===== src/rtl/btn_pkg.sv =====
// Shared types for the push-button input path.
package btn_pkg;
    typedef enum logic [1:0] {RELEASED, PRESS_CHK, PRESSED, RELEASE_CHK} btn_state_t;
    localparam int BTN_COUNT_W = 8;
endpackage


===== src/rtl/sync_2ff.sv =====
// Generic 1-bit two-flop synchroniser for asynchronous pad inputs.
module sync_2ff #(
    parameter bit RST_VAL = 1'b0
) (
    input  logic clk,
    input  logic rst_n,
    input  logic d,
    output logic q
);
    logic meta;

    always_ff @(posedge clk or negedge rst_n) begin
        if (!rst_n) begin
            meta <= RST_VAL;
            q    <= RST_VAL;
        end else begin
            meta <= d;
            q    <= meta;
        end
    end
endmodule


===== src/rtl/button_reader.sv =====
// Push-button front end: synchronise, debounce, edge-detect and count presses.
// Optional hold detection (long_pulse) is built when BUTTON_LONG_PRESS_EN is defined.
//
// state       | meaning
// RELEASED    | stable released, waiting for activity
// PRESS_CHK   | activity seen, counting stable pressed cycles
// PRESSED     | stable pressed, waiting for release activity
// RELEASE_CHK | release activity seen, counting stable released cycles
module button_reader
    import btn_pkg::*;
#(
    parameter bit ACTIVE_LOW      = 1'b1,
    parameter int DEBOUNCE_CYCLES = 270000,
    parameter int LONG_CYCLES     = 27000000
) (
    input  logic                   clk,
    input  logic                   rst_n,
    input  logic                   btn_raw,
    output logic                   level,
    output logic                   press_pulse,
    output logic                   release_pulse,
    output logic                   long_pulse,
    output logic [BTN_COUNT_W-1:0] press_count
);
    localparam int CNT_MAX = (DEBOUNCE_CYCLES > LONG_CYCLES) ? DEBOUNCE_CYCLES : LONG_CYCLES;
    localparam int CNT_W   = $clog2(CNT_MAX + 1);
    localparam logic [CNT_W-1:0] DB_LAST = CNT_W'(DEBOUNCE_CYCLES - 1);

    logic             btn_sync;
    logic             act;
    btn_state_t       state, next_state, prev_state;
    logic [CNT_W-1:0] cnt, cnt_nxt;
    logic             press_det, rel_det;

    sync_2ff #(.RST_VAL(ACTIVE_LOW)) u_sync (
        .clk   (clk),
        .rst_n (rst_n),
        .d     (btn_raw),
        .q     (btn_sync)
    );

    assign act = btn_sync ^ ACTIVE_LOW;

    always_ff @(posedge clk or negedge rst_n) begin
        if (!rst_n) begin
            state      <= RELEASED;
            prev_state <= RELEASED;
            cnt        <= '0;
        end else begin
            state      <= next_state;
            prev_state <= state;
            cnt        <= cnt_nxt;
        end
    end

    always_comb begin
        next_state = state;
        cnt_nxt    = cnt;
        case (state)
            RELEASED: begin
                if (act) begin
                    next_state = PRESS_CHK;
                    cnt_nxt    = '0;
                end
            end
            PRESS_CHK: begin
                if (!act) begin
                    next_state = RELEASED;
                    cnt_nxt    = '0;
                end else if (cnt == DB_LAST) begin
                    next_state = PRESSED;
                end else begin
                    cnt_nxt = cnt + CNT_W'(1);
                end
            end
            PRESSED: begin
                if (!act) begin
                    next_state = RELEASE_CHK;
                    cnt_nxt    = '0;
                end
            end
            RELEASE_CHK: begin
                if (act) begin
                    next_state = PRESSED;
                    cnt_nxt    = '0;
                end else if (cnt == DB_LAST) begin
                    next_state = RELEASED;
                end else begin
                    cnt_nxt = cnt + CNT_W'(1);
                end
            end
            default: begin
                next_state = RELEASED;
                cnt_nxt    = '0;
            end
        endcase
    end

    // Transitions are detected from the registered state pair, adding the one detect stage.
    assign press_det = (prev_state == PRESS_CHK)   && (state == PRESSED);
    assign rel_det   = (prev_state == RELEASE_CHK) && (state == RELEASED);

    always_ff @(posedge clk or negedge rst_n) begin
        if (!rst_n) begin
            level         <= 1'b0;
            press_pulse   <= 1'b0;
            release_pulse <= 1'b0;
            press_count   <= '0;
        end else begin
            level         <= (next_state == PRESSED) || (next_state == RELEASE_CHK);
            press_pulse   <= press_det;
            release_pulse <= rel_det;
            if (press_det)
                press_count <= press_count + BTN_COUNT_W'(1);
        end
    end

`ifdef BUTTON_LONG_PRESS_EN
    localparam logic [CNT_W-1:0] LONG_MAX = CNT_W'(LONG_CYCLES);

    logic [CNT_W-1:0] hold;
    logic             hold_run;

    // Bounces through RELEASE_CHK keep counting, so one press yields at most one long_pulse.
    assign hold_run = ((state == PRESSED) || (state == RELEASE_CHK)) && (hold != LONG_MAX);

    always_ff @(posedge clk or negedge rst_n) begin
        if (!rst_n) begin
            hold       <= '0;
            long_pulse <= 1'b0;
        end else begin
            long_pulse <= 1'b0;
            if (press_det) begin
                hold <= '0;
            end else if (hold_run) begin
                hold       <= hold + CNT_W'(1);
                long_pulse <= (hold == LONG_MAX - CNT_W'(1));
            end
        end
    end
`else
    assign long_pulse = 1'b0;
`endif
endmodule


===== config.mk =====
export PLATFORM = sky130hd
export DESIGN_NAME = button_reader
export DESIGN_NICKNAME = d
export VERILOG_FILES = /design/src/rtl/btn_pkg.sv /design/src/rtl/sync_2ff.sv /design/src/rtl/button_reader.sv
export SDC_FILE = /design/constraint.sdc
export NUM_CORES = 1
export LEC_CHECK = 0
export BUFFER_PORTS_ARGS = -buffer_cell sky130_fd_sc_hd__buf_2
export CORE_MARGIN = 2
export CORE_UTILIZATION = 53
export DETAILED_ROUTE_END_ITERATION = 12
export GPL_ROUTABILITY_DRIVEN = 0
export GPL_TIMING_DRIVEN = 1
export PLACE_DENSITY_LB_ADDON = 0.05
export SYNTH_ARGS = -nofsm -noshare
export SYNTH_HDL_FRONTEND = slang
export SYNTH_HIERARCHICAL = 1
export SYNTH_SLANG_ARGS = --single-unit
export TNS_END_PERCENT = 5

===== constraint.sdc =====
create_clock -name clk -period 2.25 [get_ports clk]
set_clock_uncertainty 0.2 [all_clocks]
set_input_delay 0.3375 -clock clk [delete_from_list [all_inputs] [get_ports clk]]
set_output_delay 0.3375 -clock clk [all_outputs]
set_load 0.005 [all_outputs]

==> impl_results.md <==
- Hold Startpoint: u_sync/meta
- Max Freq: roughly 430 MHz
- Unrepaired setup endpoints after global routing: true
- Routed wire length: between 4000 and 5000 um
- Sequential area share after synthesis: approximately half
- Root Buffer: clkbuf_8
- Place WS: -0.0685 ns
- Die width: roughly 67 um
- Leakage: about 0.0011 uW
- Slew headroom: between 60% and 70%
- Worst r2r dst: cnt[19]
- Worst-skew pair later-pin latency: roughly 0.30 ns
- Overall power: around 1300 uW
- First-pass GRT wire length: about 7800 um
- Vias after detailed routing: between 1500 and 2000
- PD cells: around 520 nW/um^2
- Worst hold path type: register to register
- WP data arrival: 2.29 ns
- Initial DRT Pass Iterations: 4
- Die Y: approximately 67 um
- P&R area growth vs syn: 21.5%
- Distinct cells, synth: 43
- Crit path max fanout: 8
- Hold depth: 0
- Syn_nets: about 200
- Status: finished, violations left
- Initial Utilization: between 50% and 60%
- Final #Nets: 248
- HPWL after DPL: ~3300 um
- Count leader, synth: dfrtp_1
- Worst Setup Path Type: register to register
- Final period util: 102%
- Avg Cell Area, Syn: 10.7 um^2
- Area occupied by multi-input gates: just over 1000 um^2
- DR vias/cell: approximately 5.8
- Synthesized area: 2110 um^2
- Share of cells above drive strength 1: 28.3%
- Register area: between 1000 and 1500 um^2
- Cell Rows: 22
- Die area: between 4000 and 5000 um^2
- Setup total negative slack: -0.212 ns
- Filler cells: 301
- # H-tree levels: 2
- N_diodes: 0
- Worst-case clock buffer depth: 2
- GR Util All Layers: 23.5%
- Fin util: 68.4%
- Mapped Cells: roughly 200
- Worst Tran Pin Value: 0.499 ns
- Grt total ovfl: 0
- Routed wire per std cell: roughly 16 um
- MaxCap Viol Count: 0
- Number of sinks on the clock net: just over 40
- Synth top area share: 46.3%
- Minimum clock period: ~2.3 ns
- Number of I/O port buffers: 13
- I/O Pins: 15
- VDD IR max: 0.440 mV
- Final max-slew violation count: 0
- YS warnings: 6
- Vias in the first global route: between 1500 and 2000
- Hold Violations, Final: 0
- Post-synthesis async set-or-reset flop share: 100%
- CP Launch Type: register
- Synth cell count leaders: 39 x dfrtp_1, 13 x xnor2_1, 12 x o21ai_0, 12 x or3_1, 11 x nand2_1
- PnR worst setup slack: -0.0545 ns
- Total CTS buffers: 5
- Clock transition at path regs: 0.07 ns
- DRC Markers: 0
- Final setup vio count: 9
- Synth area leaders: dfrtp_1 46%, xnor2_1 5.4%, or3_1 3.6%, o21ai_0 2.9%, dfstp_2 2.5%
- RR Startpoint: cnt[19]
- Largest net degree at the start of global routing: 42
- Post-synthesis register bit count: 41
- EDFF count, synth: 0
- TritonCTS clock tree: yes
- Worst hold endpoint: u_sync/q
- Failing checks: setup timing
- Area leader, netlist: dfrtp_1
- DR iter-0 viols: 64
- Initial antenna violation count: 0
- DRT antenna net count: 0
- R2R depth: 6
- Post-synth top flop: dfrtp_1
- Core area: roughly 3700 um^2
- Worst EP required: ~2.2 ns
- Worst setup EP type: register
- Reg-to-reg setup timing slack: -0.05 ns
-- what timing repair did --
| item | 4_1_cts | 5_1_grt |
|---|---|---|
| buffers inserted | 3 | 0 |
| hold buffers | 2 | 0 |
| hold endpoints to repair | 40 | 0 |
| pin swaps | 10 | 4 |
| gates resized for setup | 11 | 2 |
| setup endpoints to repair | 13 | 20 |
| cloned | 0 | 0 |
-- flip-flops by register name, indices dropped and copies added (netlist names) --
register,count
press_count,8
press_pulse,1
state,1
u_sync/meta,1
prev_state,2
cnt,25
u_sync/q,1
level,1
release_pulse,1
-- worst max path at each step --
stage | startpoint | endpoint | cells after the start
finish | cnt[19] | cnt[19] | 6
global route | cnt[19] | cnt[17] | 6
CTS | cnt[19] | cnt[19] | 6
detailed placement | cnt[20] | cnt[1] | 6
global placement | cnt[4] | cnt[1] | 6
floorplan | cnt[20] | cnt[1] | 6
-- power by group --
group / internal (uW) / switching, uW
Clock: 249 / 258
Combinational: 32.1 / 49.9
Sequential: 747 / 7.63
-- critical path, stage by stage (launching register included) --
cell	delay, ns
dfrtp_1	0.39
or4_4	0.54
or3_4	0.41
buf_6	0.15
o2111ai_4	0.27
or3_4	0.19
a21oi_2	0.04
-- kinds of logic after synthesis --
family / after synthesis / synth area share (%)
simple gates: 81 / 24.2
flops: 41 / 48.8
compound gates: 39 / 13.1
xor+xnor: 20 / 8.67
buf+inv: 12 / 3.38
fa+ha+maj: 2 / 1.19
other cells: 1 / 0.178
mux: 1 / 0.534
-- per-layer routing --
metal	GRT usage, %	vias to the layer above	share of wire, %
met4	9.18	0	1.6
met2	39.1	45	48
met5	0	-	0
met3	5.91	12	3.8
li1	-	827	-
met1	29.1	808	46
-- layout by cell type (no fill, tap or decap), types with 4 or more instances in the layout --
cell and instances:
nand4_1 8, o21ai_0 8, and4_1 5, o211ai_1 6, buf_2 13, nand3_1 9, clkbuf_8 6, a21oi_1 9
buf_4 27, xor2_1 6, o21ai_1 4, nand2_1 11, dfrtp_1 39, xnor2_1 13, o2111ai_1 4, nor2_1 10
or3_1 10, inv_1 6
-- stage by stage --
step           cell area, um^2  instances  hold WS, ns
2_1_floorplan             2110        197       -0.158
3_3_place_gp              2390        279        0.151
3_5_place_dp              2390        279        0.150
4_1_cts                   2550        292        0.163
5_1_grt                   2560        292        0.167
6_report                  2560        292        0.162
-- area by class of cell --
| type | instances | share of cell area [%] |
|---|---|---|
| clock buffers | 7 | 3.37 |
| clock inverters | 1 | 0.293 |
| inverters | 6 | 0.880 |
| multi-input cells | 144 | 40.4 |
| flip-flops and latches | 41 | 40.2 |
| well taps | 48 | 2.35 |
| repair buffers | 45 | 12.6 |
Note: power is estimated with default switching activity, not from simulation.
